[config.mk]
export PLATFORM = sky130hd
export DESIGN_NAME = button_conditioner
export DESIGN_NICKNAME = d
export VERILOG_FILES = /design/src/rtl/button_conditioner.sv
export SDC_FILE = /design/constraint.sdc
export NUM_CORES = 1
export LEC_CHECK = 0
export CAP_MARGIN = 20
export CORE_AREA = 3 3 101 74
export CTS_CLUSTER_SIZE = 8
export DETAILED_ROUTE_END_ITERATION = 16
export DIE_AREA = 0 0 104 77
export PLACE_DENSITY = 0.78
export SYNTH_ARGS = -nofsm -noshare
export SYNTH_HDL_FRONTEND = slang
export SYNTH_SLANG_ARGS = --single-unit
[constraint.sdc]
create_clock -name clock -period 2.45 [get_ports clock]
set_clock_uncertainty 0.05 [all_clocks]
set_input_delay 0.49 -clock clock [delete_from_list [all_inputs] [get_ports clock]]
set_output_delay 0.49 -clock clock [all_outputs]
set_load 0.02 [all_outputs]
[src/rtl/button_conditioner.sv]
// Synchronises, debounces and edge-detects the three active-low push-buttons.
// Emits one arbitrated hit pulse per accepted press, gated by the game-running flag.
module button_conditioner #(
  parameter int unsigned DEBOUNCE_CYCLES = 500000,
  parameter int unsigned CNT_W           = 20
) (
  input  logic       clock,
  input  logic       resetn,
  input  logic [2:0] key_n,
  input  logic       game,
  output logic [2:0] hit,
  output logic [2:0] held,
  output logic       multi_press
);

  localparam int unsigned NB = 3;
  localparam logic [CNT_W-1:0] CNT_ONE  = CNT_W'(1);
  localparam logic [CNT_W-1:0] CNT_LAST = CNT_W'(DEBOUNCE_CYCLES - 1);
  // With a one-cycle debounce the first sampled change is accepted immediately.
  localparam bit ONE_SHOT = (DEBOUNCE_CYCLES <= 1);

  typedef enum logic [1:0] {
    RELEASED     = 2'd0,
    PRESS_WAIT   = 2'd1,
    PRESSED      = 2'd2,
    RELEASE_WAIT = 2'd3
  } btn_state_t;

  logic [NB-1:0]    sync1_q;
  logic [NB-1:0]    sync2_q;
  logic [NB-1:0]    pressed_s;
  logic [NB-1:0]    accept;
  logic [NB-1:0]    first_accept;
  logic [NB-1:0]    held_d;
  btn_state_t       state_q [NB];
  btn_state_t       state_d [NB];
  logic [CNT_W-1:0] cnt_q   [NB];
  logic [CNT_W-1:0] cnt_d   [NB];

  // Two-flop synchroniser; flops hold the raw active-low level, so reset means released.
  always_ff @(posedge clock or negedge resetn) begin
    if (!resetn) begin
      sync1_q <= '1;
      sync2_q <= '1;
    end else begin
      sync1_q <= key_n;
      sync2_q <= sync1_q;
    end
  end

  assign pressed_s = ~sync2_q;

  always_ff @(posedge clock or negedge resetn) begin
    if (!resetn) begin
      for (int i = 0; i < NB; i++) begin
        state_q[i] <= RELEASED;
        cnt_q[i]   <= '0;
      end
    end else begin
      for (int i = 0; i < NB; i++) begin
        state_q[i] <= state_d[i];
        cnt_q[i]   <= cnt_d[i];
      end
    end
  end

  // Per-button debounce: a level change needs DEBOUNCE_CYCLES consecutive agreeing samples.
  always_comb begin
    accept = '0;
    held_d = '0;
    for (int i = 0; i < NB; i++) begin
      state_d[i] = state_q[i];
      cnt_d[i]   = cnt_q[i];
      unique case (state_q[i])
        RELEASED: begin
          if (pressed_s[i]) begin
            if (ONE_SHOT) begin
              state_d[i] = PRESSED;
              cnt_d[i]   = '0;
              accept[i]  = 1'b1;
            end else begin
              state_d[i] = PRESS_WAIT;
              cnt_d[i]   = CNT_ONE;
            end
          end else begin
            cnt_d[i] = '0;
          end
        end
        PRESS_WAIT: begin
          if (!pressed_s[i]) begin
            state_d[i] = RELEASED;
            cnt_d[i]   = '0;
          end else if (cnt_q[i] >= CNT_LAST) begin
            state_d[i] = PRESSED;
            cnt_d[i]   = '0;
            accept[i]  = 1'b1;
          end else begin
            cnt_d[i] = cnt_q[i] + CNT_ONE;
          end
        end
        PRESSED: begin
          if (!pressed_s[i]) begin
            if (ONE_SHOT) begin
              state_d[i] = RELEASED;
              cnt_d[i]   = '0;
            end else begin
              state_d[i] = RELEASE_WAIT;
              cnt_d[i]   = CNT_ONE;
            end
          end
        end
        RELEASE_WAIT: begin
          if (pressed_s[i]) begin
            state_d[i] = PRESSED;
            cnt_d[i]   = '0;
          end else if (cnt_q[i] >= CNT_LAST) begin
            state_d[i] = RELEASED;
            cnt_d[i]   = '0;
          end else begin
            cnt_d[i] = cnt_q[i] + CNT_ONE;
          end
        end
        default: begin
          state_d[i] = RELEASED;
          cnt_d[i]   = '0;
        end
      endcase
      held_d[i] = (state_d[i] == PRESSED) || (state_d[i] == RELEASE_WAIT);
    end
  end

  // Lowest-index accepted press wins; the rest are dropped.
  assign first_accept = accept & (3'(~accept) + 3'd1);

  always_ff @(posedge clock or negedge resetn) begin
    if (!resetn) begin
      hit         <= '0;
      held        <= '0;
      multi_press <= 1'b0;
    end else begin
      hit         <= game ? first_accept : '0;
      held        <= held_d;
      multi_press <= game & (|(accept & (accept - 3'd1)));
    end
  end

endmodule

## After elaboration in Yosys (flattened, before gate mapping)

Cells that the tools add are included.

| operators by class | value |
|---|---|
| multiplexer cells | 49 |
| $add $sub $neg | 5 |
| reductions and logical operators | 7 |
| order comparisons | 3 |
| equal/unequal tests | 18 |
| bitwise gates (word level) | 5 |

Operators by type and width:

| kind | count |
|---|---|
| 20-bit 2-to-1 mux | 12 |
| 20-bit one-hot mux with 4 select lines | 3 |
| 20-bit by 1-bit adder with 20-bit output (second input constant) | 3 |
| 20-bit by 19-bit >= comparator with 1-bit output (second input constant) | 3 |
| 2-bit 2-to-1 mux | 18 |
| 2-bit equality test (second input constant) | 12 |
| 2-bit one-hot mux with 4 select lines | 3 |
| 1-bit 2-to-1 mux | 12 |
| 3-bit AND | 2 |
| 2-bit by 1-bit equality test with 1-bit output (second input constant) | 3 |
| 2-bit logical NOT | 3 |
| 2-bit inequality test (second input constant) | 3 |
| 3-bit inverter | 2 |
| 3-bit by 1-bit adder with 3-bit output (second input constant) | 1 |
| 1-bit logical OR | 3 |
| 3-bit 2-to-1 mux | 1 |
| 3-bit OR reduction | 1 |
| 3-bit by 1-bit subtractor with 3-bit output (second input constant) | 1 |
| 1-bit AND | 1 |

| word-level totals | value |
|---|---|
| logic and storage cells | 98 |
| register bits after elaboration | 79 |
| output and inout port bits | 7 |
| input port bits | 6 |

## Logic depth before layout (Yosys ltp)

| depth | value |
|---|---|
| word-level depth | 8 |
| mapped depth | 9 |
| gate-level depth less buffers | 7 |

## Worst setup path before layout

OpenSTA, ideal clock, no wires.

| timing path | value |
|---|---|
| path type | reg2reg |
| start point | reg cnt_q[20] (netlist name) |
| end point | reg cnt_q[30] (netlist name) |
| setup slack | 228 ps |
| library setup time | 79 ps |
| path buffers | 2 |
| stages on the path, launching flop included | 10 |
| data arrival time | 2,092 ps |
| period minus slack after synthesis | 2,222 ps |
| required time | 2,321 ps |
| cell sequence | dfrtp_1 ha_1 and4_1 o41ai_1 a31oi_1 nor3_2 buf_4 buf_6 nand4_1 mux2i_1 |

| on the way | value |
|---|---|
| word-level cells in the longest chain between the ends | 4 |
| elaborated cells between the ends (all ways) | 6 |
| classes of those cells | add/sub (1); order compare (1); mux (4) |

Ends and longest elaborated chain:

| element | RTL line | RTL |
|---|---|---|
| start: declaration | 37 | `logic [CNT_W-1:0] cnt_q [NB];` |
| start signal: indexed assignment | 62 | `cnt_q[i] <= cnt_d[i];` |
| 20-bit by 1-bit adder with 20-bit output / 20-bit by 19-bit >= comparator with 1-bit output (equally long branches) | n/a |  |
| 20-bit 2-to-1 mux (*) | 93, 116 |  |
| 20-bit 2-to-1 mux, on equally long branches | 113, 90 |  |
| 20-bit one-hot mux with 4 select lines (*) | 74 | `unique case (state_q[i])` |

Mark *: on every way between the ends. The rest lies on a longest branch, timed or not.
A chain may end at the register's enable or synchronous reset.

## Worst setup path after layout

| timing path | value |
|---|---|
| start point | reg cnt_q[20] (netlist name) |
| end point | reg cnt_q[32] (netlist name) |

The elaborated chain is that of the path after synthesis.

==> summary.txt <==
Floorplan
  – I/O pin cnt: 13
  – Die Wd: 104 um
  – # rows: 25
  – Core Footprint: 6630 um^2
  – Starting density of the core: 59.8%
  – Height of the die: 77 um
  – DIE AREA: 8010 um^2

Synthesis
  – Area leader, netlist: dfrtp_1
  – Share of the synthesized area in the top cell type: 45.4%
  – Synth top area cells: dfrtp_1, a31oi_1, a21oi_1, dfstp_2, nand2_1
  – Yosys cell types: 49
  – Synth Warn #: 0
  – Sequential element share of the synthesized area: 49.4%
  – Mapped Cells: 419
  – Syn_nets: 428
  – FF+latch count, synth: 78
  – Post-synth EDFFs: 0
  – Ys async rst share: 100%
  – Synthesized area: 3970 um^2
  – Mapped Avg Cell Area: 9.46 um^2
  – Synth Flop Type: dfrtp_1

Global routing
  – First-pass GRT wire length: 14,700 um
  – GRT Residual Overflow: 0
  – Initial antenna violation count: 0
  – GRT Total Usage: 22.7%
  – Vias in the first global route: 3,119
  – Largest net degree at the start of global routing: 38

STA
  – Tmin final: 2.36 ns
  – Final hold violation count: 0
  – Worst slew margin: 53.4%
  – Fin. max-slew vios: 0
  – Achievable Freq: 424 MHz
  – Crit share post-route: 96.3%
  – Worst Max-Slew Pin Slew: 0.697 ns
  – Final Setup Violations: 0

Critical path
  – CP required: 2.68 ns
  – WP buf/inv: 1
  – Worst setup path class: reg2reg
  – Crit-path most repeated cell: a31oi_1
  – CP Launch Type: register
  – CP max FO: 14
  – Arr. time, crit path: 2.59 ns
  – Cell family with most CP delay: simple AND/OR/NAND/NOR gates
  – CP endpoint kind: register
  – Slowest CP cell: dfrtp_1
  – Worst path cell trace: ha_1 > and4_1 > o41ai_2 > a31oi_1 > nor3_2 > buf_12 > or2b_1 > a31oi_1
  – Max incr delay on CP: 0.41 ns

Pwr
  – Pwr per Cell Area: 540 nW/um^2
  – Static Leakage: 1.91 nW
  – Peak VDD IR: 348 uV
  – Final Power: 2.38 mW

Finish
  – Most frequent cells in the layout: dfrtp_1, a21oi_1, nand2_1
  – Diodes inserted: 0
  – Layout cells sized above 1: 10.8%
  – Final Net Count: 447
  – Commonest non-fill, non-tap cell in the layout: dfrtp_1
  – Area Growth Syn to Fin: 11.1%
  – Final Cell Area: 4400 um^2

Clock network
  – TritonCTS clock tree: yes
  – Root Driver: clkbuf_8
  – Clock buffer depth: 2
  – Worst skew pair latency: 0.36 ns
  – Clock slew at reported path FFs: 0.08 ns
  – Num CTS Buffers: 9
  – H-tree levels: 3
  – Quantity of hold-fixing buffers added after cts: 0
  – Clock sink total: 78

Drt
  – Drt wl/cell: 15.5 um
  – Final ANT Viol Nets: 0
  – Routed wire length: 8340 um
  – Via count: 3,291
  – First drt pass iteration count: 5
  – Iter 0 DRT Violations: 200
  – Final routed DRC violation total: 0
  – Vias per inst: 6.13

Place
  – DPL Wire Length: 5800 um
  – Final weighted congestion in routability-driven placement: 0.845
  – Buffers on Ports: 12
  – Post-placement cell area: 4200 um^2

Status
  – Run status: complete, no violations

Hold path
  – Worst min-delay path class: in2async

Flow run
  – Max-capacitance violation count: 0
==> cells by family after synthesis <==
kind of cell    after synthesis  synth area share, %
flops                        78                 49.4
simple gates                174                 24.2
buf+inv                      30                 3.76
mux                           4                 1.01
xor+xnor                      2                0.442
fa+ha+maj                     4                 1.20
compound gates              127                 19.9
==> Yosys cell counts, types with 3 or more instances <==
master and count:
o211ai_1 4, nand4_1 8, and2_1 11, a21oi_1 39
nand2_1 35, and4_1 6, nor2_1 23, a22o_1 7
inv_1 13, a21o_1 4, buf_6 3, o21bai_1 3
dfstp_2 6, o21ai_1 10, nand2b_1 17, or2_2 3
dfrtp_1 72, nor3_1 9, mux2i_1 4, o21ai_0 15
buf_4 3, nor4_1 4, clkbuf_1 7, or3_1 12
a31oi_1 33, and3_1 19, ha_1 3, nand3_1 17
==> power breakdown <==
group | switching [mW] | internal [mW]
clock network | 0.479 | 0.396
registers | 0.0376 | 1.32
logic | 0.0853 | 0.0588
==> flip-flops by register name, summed over array words and instances, names as in the netlist <==
name	cells
state_q	5
held	3
cnt_q	60
sync1_q	3
hit	3
multi_press	1
sync2_q	3
==> metal layers <==
metal | wire (um) | part of all wire (%) | up-vias | global-route usage [%]
li1 | - | - | 1592 | -
met1 | 3980 | 48 | 1606 | 30.5
met2 | 3830 | 46 | 81 | 36.3
met3 | 411 | 4.9 | 12 | 6.22
met4 | 112 | 1.3 | 0 | 6.51
met5 | 0 | 0 | - | 0
==> final timing paths <==
check                                 startpoint                     to  slack (ns)  cells after the start
max                        cnt_q[20]$_DFFE_PN0P_  cnt_q[32]$_DFFE_PN0P_        0.09                      8
min in group clock          sync1_q[0]$_DFF_PN1_   sync2_q[0]$_DFF_PN1_        0.31                      0
max reg2reg                cnt_q[20]$_DFFE_PN0P_  cnt_q[32]$_DFFE_PN0P_        0.09                      8
min reg2reg                 sync1_q[0]$_DFF_PN1_   sync2_q[0]$_DFF_PN1_        0.31                      0
max in group asynchronous                 resetn   cnt_q[1]$_DFFE_PN0P_        1.70                      2
min                                       resetn  cnt_q[56]$_DFFE_PN0P_        0.03                      1
==> cell type report <==
type / instances / area [um^2]
clock buffers: 11 / 141
fillers: 539 / 2230
well taps: 94 / 118
repair buffers: 25 / 231
clock inverters: 5 / 35.0
flip-flops and latches: 78 / 1960
multi-input cells: 311 / 1870
inverters: 13 / 48.8
==> stage by stage <==
stage	setup TNS, ns	instances	util, %	worst slack, ns	hold slack [ns]
2_1_floorplan	0	419	-	0.228	0.144
3_3_place_gp	0	519	63.3	0.182	0.298
3_5_place_dp	0	519	63.3	0.0344	0.299
4_1_cts	0	535	65.9	0.0206	0.0395
5_1_grt	-0.0284	537	66.4	-0.0280	0.0519
6_report	0	537	66.4	0.0904	0.0264
==> what timing repair did <==
item | 4_1_cts | 5_1_grt
setup buffers | 0 | 2
gates resized for setup | 0 | 3
endpoints found under the setup margin | 0 | 19
(Power assumes the default switching activity.)
